===== src/rtl/ram_arbiter.sv =====
// Three-way SRAM port arbiter (video > CPU > DMA) with a fixed per-access strobe
// sequence, one-cycle acknowledges and a DMA anti-starvation counter.
module ram_arbiter #(
  parameter int ACCESS_CYCLES = 3,
  parameter int STARVE_LIMIT  = 8
) (
  input  logic        clock,
  input  logic        reset,
  input  logic        vReq,
  input  logic [17:0] vA,
  output logic        vAck,
  output logic [7:0]  vQ,
  input  logic        cReq,
  input  logic        cWr,
  input  logic [17:0] cA,
  input  logic [7:0]  cD,
  output logic        cAck,
  output logic [7:0]  cQ,
  input  logic        dReq,
  input  logic        dWr,
  input  logic [17:0] dA,
  input  logic [7:0]  dD,
  output logic        dAck,
  output logic [7:0]  dQ,
  output logic        ramRd,
  output logic        ramWr,
  output logic [17:0] ramA,
  output logic [7:0]  ramD,
  input  logic [7:0]  ramQ,
  output logic        busy
);

  localparam int CW = (ACCESS_CYCLES > 4) ? $clog2(ACCESS_CYCLES) : 2;
  localparam logic [CW-1:0] CNT_LAST = CW'(ACCESS_CYCLES - 1);
  localparam logic [CW-1:0] WR_LAST  = CW'(ACCESS_CYCLES - 2);
  localparam logic [7:0]    LIMIT    = 8'(STARVE_LIMIT);
  localparam logic [1:0]    ID_V     = 2'd0;
  localparam logic [1:0]    ID_C     = 2'd1;
  localparam logic [1:0]    ID_D     = 2'd2;

  typedef enum logic [1:0] {
    S_IDLE   = 2'd0,
    S_ACCESS = 2'd1,
    S_DONE   = 2'd2
  } state_t;

  state_t          r_state;
  logic [CW-1:0]   r_cnt;
  logic [7:0]      r_starve;
  logic [1:0]      r_id;
  logic            r_wr;
  logic            r_v_ack, r_c_ack, r_d_ack;
  logic [7:0]      r_v_q, r_c_q, r_d_q;
  logic            r_ram_rd, r_ram_wr;
  logic [17:0]     r_ram_a;
  logic [7:0]      r_ram_d;
  logic            r_busy;

  logic            w_force_dma;
  logic            w_grant_v, w_grant_c, w_grant_d, w_any;
  logic [1:0]      w_win_id;
  logic            w_win_wr;
  logic [17:0]     w_win_a;
  logic [7:0]      w_win_d;
  logic [7:0]      w_starve_nxt;
  logic [CW-1:0]   w_cnt_nxt;

  // Winner selection; video never carries write data, so ramD keeps its value for it.
  always_comb begin
    w_force_dma = dReq && (r_starve == LIMIT);
    w_grant_v   = 1'b0;
    w_grant_c   = 1'b0;
    w_grant_d   = 1'b0;
    w_win_id    = ID_V;
    w_win_wr    = 1'b0;
    w_win_a     = r_ram_a;
    w_win_d     = r_ram_d;
    if (vReq) begin
      w_grant_v = 1'b1;
      w_win_a   = vA;
    end else if (dReq && (!cReq || w_force_dma)) begin
      w_grant_d = 1'b1;
      w_win_id  = ID_D;
      w_win_wr  = dWr;
      w_win_a   = dA;
      w_win_d   = dD;
    end else if (cReq) begin
      w_grant_c = 1'b1;
      w_win_id  = ID_C;
      w_win_wr  = cWr;
      w_win_a   = cA;
      w_win_d   = cD;
    end else begin
      w_win_id  = ID_V;
    end
    w_any = w_grant_v | w_grant_c | w_grant_d;
  end

  // Starvation counter update applied on each IDLE sample.
  always_comb begin
    w_starve_nxt = r_starve;
    if (!dReq) begin
      w_starve_nxt = 8'd0;
    end else if (w_grant_d) begin
      w_starve_nxt = 8'd0;
    end else if (w_grant_c && (r_starve < LIMIT)) begin
      w_starve_nxt = r_starve + 8'd1;
    end else begin
      w_starve_nxt = r_starve;
    end
    w_cnt_nxt = r_cnt + {{(CW-1){1'b0}}, 1'b1};
  end

  // Arbiter FSM with all outputs registered.
  always_ff @(posedge clock or negedge reset) begin
    if (!reset) begin
      r_state  <= S_IDLE;
      r_cnt    <= '0;
      r_starve <= 8'd0;
      r_id     <= ID_V;
      r_wr     <= 1'b0;
      r_v_ack  <= 1'b0;
      r_c_ack  <= 1'b0;
      r_d_ack  <= 1'b0;
      r_v_q    <= 8'd0;
      r_c_q    <= 8'd0;
      r_d_q    <= 8'd0;
      r_ram_rd <= 1'b0;
      r_ram_wr <= 1'b0;
      r_ram_a  <= 18'd0;
      r_ram_d  <= 8'd0;
      r_busy   <= 1'b0;
    end else begin
      case (r_state)
        S_IDLE: begin
          r_starve <= w_starve_nxt;
          if (w_any) begin
            r_state  <= S_ACCESS;
            r_cnt    <= '0;
            r_id     <= w_win_id;
            r_wr     <= w_win_wr;
            r_ram_a  <= w_win_a;
            r_ram_d  <= w_win_d;
            r_ram_rd <= !w_win_wr;
            r_ram_wr <= 1'b0;
            r_busy   <= 1'b1;
          end
        end
        S_ACCESS: begin
          r_cnt <= w_cnt_nxt;
          if (r_cnt == CNT_LAST) begin
            r_state  <= S_DONE;
            r_ram_rd <= 1'b0;
            r_ram_wr <= 1'b0;
            r_v_ack  <= (r_id == ID_V);
            r_c_ack  <= (r_id == ID_C);
            r_d_ack  <= (r_id == ID_D);
            if (!r_wr && (r_id == ID_V)) r_v_q <= ramQ;
            if (!r_wr && (r_id == ID_C)) r_c_q <= ramQ;
            if (!r_wr && (r_id == ID_D)) r_d_q <= ramQ;
          end else begin
            // Write strobe excludes the first and last cycle for setup/hold.
            r_ram_wr <= r_wr && (w_cnt_nxt <= WR_LAST);
          end
        end
        S_DONE: begin
          r_state <= S_IDLE;
          r_v_ack <= 1'b0;
          r_c_ack <= 1'b0;
          r_d_ack <= 1'b0;
          r_busy  <= 1'b0;
        end
        default: begin
          r_state  <= S_IDLE;
          r_ram_rd <= 1'b0;
          r_ram_wr <= 1'b0;
          r_busy   <= 1'b0;
        end
      endcase
    end
  end

  assign vAck  = r_v_ack;
  assign cAck  = r_c_ack;
  assign dAck  = r_d_ack;
  assign vQ    = r_v_q;
  assign cQ    = r_c_q;
  assign dQ    = r_d_q;
  assign ramRd = r_ram_rd;
  assign ramWr = r_ram_wr;
  assign ramA  = r_ram_a;
  assign ramD  = r_ram_d;
  assign busy  = r_busy;

endmodule


===== config.mk =====
export PLATFORM = sky130hd
export DESIGN_NAME = ram_arbiter
export DESIGN_NICKNAME = d
export VERILOG_FILES = /design/src/rtl/ram_arbiter.sv
export SDC_FILE = /design/constraint.sdc
export NUM_CORES = 1
export LEC_CHECK = 0
export CAP_MARGIN = 10
export CORE_MARGIN = 3
export CORE_UTILIZATION = 43
export CTS_CLUSTER_DIAMETER = 60
export DETAILED_ROUTE_END_ITERATION = 7
export PLACE_DENSITY = 0.93
export SLEW_MARGIN = 40
export SYNTH_ARGS = -nofsm -noshare
export SYNTH_HDL_FRONTEND = slang
export SYNTH_SLANG_ARGS = --single-unit

===== constraint.sdc =====
create_clock -name clock -period 1.9 [get_ports clock]
set_input_delay 0.38 -clock clock [delete_from_list [all_inputs] [get_ports clock]]
set_output_delay 0.38 -clock clock [all_outputs]
set_load 0.005 [all_outputs]

==> metrics.log <==
INFO  metric synth_top_cell_area_share = 0.534
INFO  metric clock-skew-final = 0.00587 ns
INFO  metric initial_cell_density_of_the_core = 0.452
INFO  metric synth_async_sr_flop_share = 1.00
INFO  metric timing.critical_path.depth = 7
INFO  metric drt_iter0_drc = 139
INFO  metric die_h = 94.0 um
INFO  metric antenna_found_initial = 0
INFO  metric diodes = 0
INFO  metric place_ws = -0.109 ns
INFO  metric report.power.total = 7.30 mW
INFO  metric synth-main-ff-cell = dfrtp_1
INFO  metric worst_skew_pair_later_pin_latency = 0.34 ns
INFO  metric synth_largest_area_cell = dfrtp_1
INFO  metric drive_gt1_frac = 0.144
INFO  metric cts_hold_buffers = 0
INFO  metric grt_start_max_net_pins = 72
INFO  metric peak_ir_drop_on_the_vdd_network = 0.786 mV
INFO  metric tritoncts_clock_tree = built
INFO  metric numCtsBuffers = 9
INFO  metric route.detailed.wl_per_inst = 18.2 um
INFO  metric reg2reg_depth = 7
INFO  metric place_inst = 556
INFO  metric cts.root.buffer_cell = clkbuf_8
INFO  metric r2r_slack = 0.09 ns
INFO  metric drtAntennaViolNets = 0
INFO  metric rsz0062_at_grt = false
INFO  metric worst_r2r_endpoint = ramD[2]
INFO  metric timing.final.crit_share = 0.952
INFO  metric clk_path_buf_depth = 2
INFO  metric synth.yosys.warnings = 0
INFO  metric first_pass_iteration_count_of_the_detailed_router = 4
INFO  metric finalNonFillerCells = 572
INFO  metric nFillCells = 512
INFO  metric fin_setup_tns = 0 ns
INFO  metric grt_first_pass_wirelength = 16.7 mm
INFO  metric top_level_ports = 141
INFO  metric flow.area_growth_from_synthesis = 55.4%
INFO  metric max_slew.worst_pin.slew = 0.534 ns
INFO  metric timing.slew.headroom = 0.644
INFO  metric num_vias = 3,148
INFO  metric crit_path_max_fo = 26
INFO  metric syn_inst = 317
INFO  metric worst_hold_path_type = primary input to async pin
INFO  metric power_leakage = 2.17 nW
INFO  metric cp-startpoint = r_starve[0]
INFO  metric status = completed
INFO  metric setup_viol = 0
INFO  metric buffer_ports.inserted = 140
INFO  metric p_per_area = 1410 nW/um^2
INFO  metric timing.critical_path.required = 2.12 ns
INFO  metric yosys.cell_types.count = 42
INFO  metric timing.final.hold_violations = 0
INFO  metric detail_route.drc_violations = 0
INFO  metric finalMaxSlewViolations = 0
INFO  metric grt_util_all_layers = 0.247
INFO  metric rows = 31
INFO  metric cp-end-kind = flip-flop
INFO  metric crit_path_cell_trace = inv_1 > ha_1 > and4b_1 > a21oi_2 > buf_12 > mux2i_1 > a21oi_1
INFO  metric yosys-top-cells-count = dfrtp_1, nand2_1, o21ai_0, mux2_2
INFO  metric finish.instance_area = 5170 sq um
INFO  metric critPathMaxStageDelay = 0.38 ns
INFO  metric gr_overflow_total = 0
INFO  metric fp.coreArea = 7370 sq um
INFO  metric clkSlewWorstSetupHoldPaths = 0.07 ns
INFO  metric routed_wl = 10.4 mm
INFO  metric timing.fmax = 553 MHz
INFO  metric tritoncts_num_sinks = 71
INFO  metric gpl.final_weighted_congestion = 0.786
INFO  metric maxCapViolations = 0
INFO  metric synth_enable_flop_cells = 0
INFO  metric yosys.cell_count.top_type = dfrtp_1
INFO  metric place_hpwl = 7.71 mm
INFO  metric post_dp_cell_area = 4940 sq um
INFO  metric critical_path.slowest_cell = dfrtp_1
INFO  metric synth_area_per_cell = 10.5 sq um
INFO  metric finalWorstSetupSlack = 0.0917 ns
INFO  metric launch_point_of_the_worst_reg_to_reg_path = r_starve[0]
INFO  metric cp.buffers_inverters = 2
INFO  metric start_kind = flip-flop
INFO  metric criticalPathCategory = flip-flop to flip-flop
INFO  metric synth_seq_area_share = 0.534
INFO  metric vias_in_the_first_global_route = 3,484
INFO  metric drt-vias-per-instance = 5.50
INFO  metric finalNetCount = 556
INFO  metric timing.hold.ws = 0.0521 ns
INFO  metric cp_top_family = flip-flops
INFO  metric synth_area_leaders = dfrtp_1, mux2_2, nand2_1
INFO  metric period_minus_slack = 1.81 ns
INFO  metric dieArea = 8840 sq um
INFO  metric floorplan.die.width = 94.0 um
INFO  metric endpoint = ramD[2]
INFO  metric final_core_util = 0.702
INFO  metric synthesized_area = 3330 sq um
INFO  metric postSynthRegisterBits = 71
INFO  metric h-tree-depth = 3
INFO  metric syn_nets = 405
INFO  metric crit_arrival = 2.02 ns
-- flip-flops by register name (all words and copies together), names as in the netlist --
register	count
cQ	8
busy	1
r_id	2
dQ	8
r_wr	1
ramA	18
cAck	1
ramD	8
ramRd	1
vAck	1
dAck	1
r_starve	8
ramWr	1
r_state	2
vQ	8
r_cnt	2
-- where the power goes --
| part | internal, mW | total (mW) | switching [mW] |
|---|---|---|---|
| sequential | 2.20 | 2.66 | 0.463 |
| clock | 0.776 | 1.34 | 0.562 |
| combinational | 1.95 | 3.30 | 1.35 |
-- final cells by class --
cell class	instances	area (sq um)	share of cell area
multi-input combinational	218	1420	0.275
clock buffer	11	141	0.0273
sequential	71	1780	0.343
tap	99	124	0.0239
inverter	11	41.3	0.00798
timing repair buffer	157	1590	0.307
clock inverter	5	81.3	0.0157
-- worst min-delay path by stage --
stage | from | slack, ns | depth (start not counted) | to
floorplan | reset | 0.08 | 0 | busy
CTS | reset | 0.06 | 2 | dAck
finish | reset | 0.05 | 2 | dAck
global placement | reset | 0.43 | 2 | vQ[1]
detailed placement | reset | 0.44 | 2 | dAck
global route | reset | 0.08 | 2 | dQ[1]
-- cell families after synthesis --
| logic type | Yosys count | synth area share |
|---|---|---|
| buffers and inverters | 28 | 0.0421 |
| AOI/OAI and AO/OA | 72 | 0.127 |
| adders and majority gates | 3 | 0.0113 |
| muxes | 36 | 0.118 |
| and+or+nand+nor | 107 | 0.168 |
| DFF | 71 | 0.534 |
-- layer usage --
metal / wire [um] / up-vias / part of all wire / GRT usage
met4: 476 / 0 / 0.046 / 0.140
met5: 0 / - / 0 / 0
met2: 5320 / 142 / 0.51 / 0.422
li1: - / 1429 / - / -
met3: 690 / 35 / 0.066 / 0.0609
met1: 3920 / 1542 / 0.38 / 0.280
-- repair_timing --
item | 4_1_cts | 5_1_grt
endpoints found under the setup margin | 0 | 9
setup buffers | 0 | 0
resized for setup | 0 | 2
-- cells in the final DEF, fill, tap and decap left out, drive strengths merged, types with 2 or more instances in the layout --
master	netlist	routed
ha	3	3
nand3	3	3
o21ai	28	28
dfrtp	71	71
nor2	17	17
o21a	2	2
nand2	43	43
inv	11	11
nor3	4	4
nand2b	4	4
mux2	26	26
and2	4	4
a21oi	12	12
mux2i	10	10
a31oi	19	19
clkbuf	5	11
nand3b	2	2
or3	19	19
clkdlybuf4s50	0	139
o22ai	4	4
nor4	3	3
clkinv	0	2
buf	12	18
nor2b	3	3
bufinv	0	2
Power figures use the tool's default switching activity.
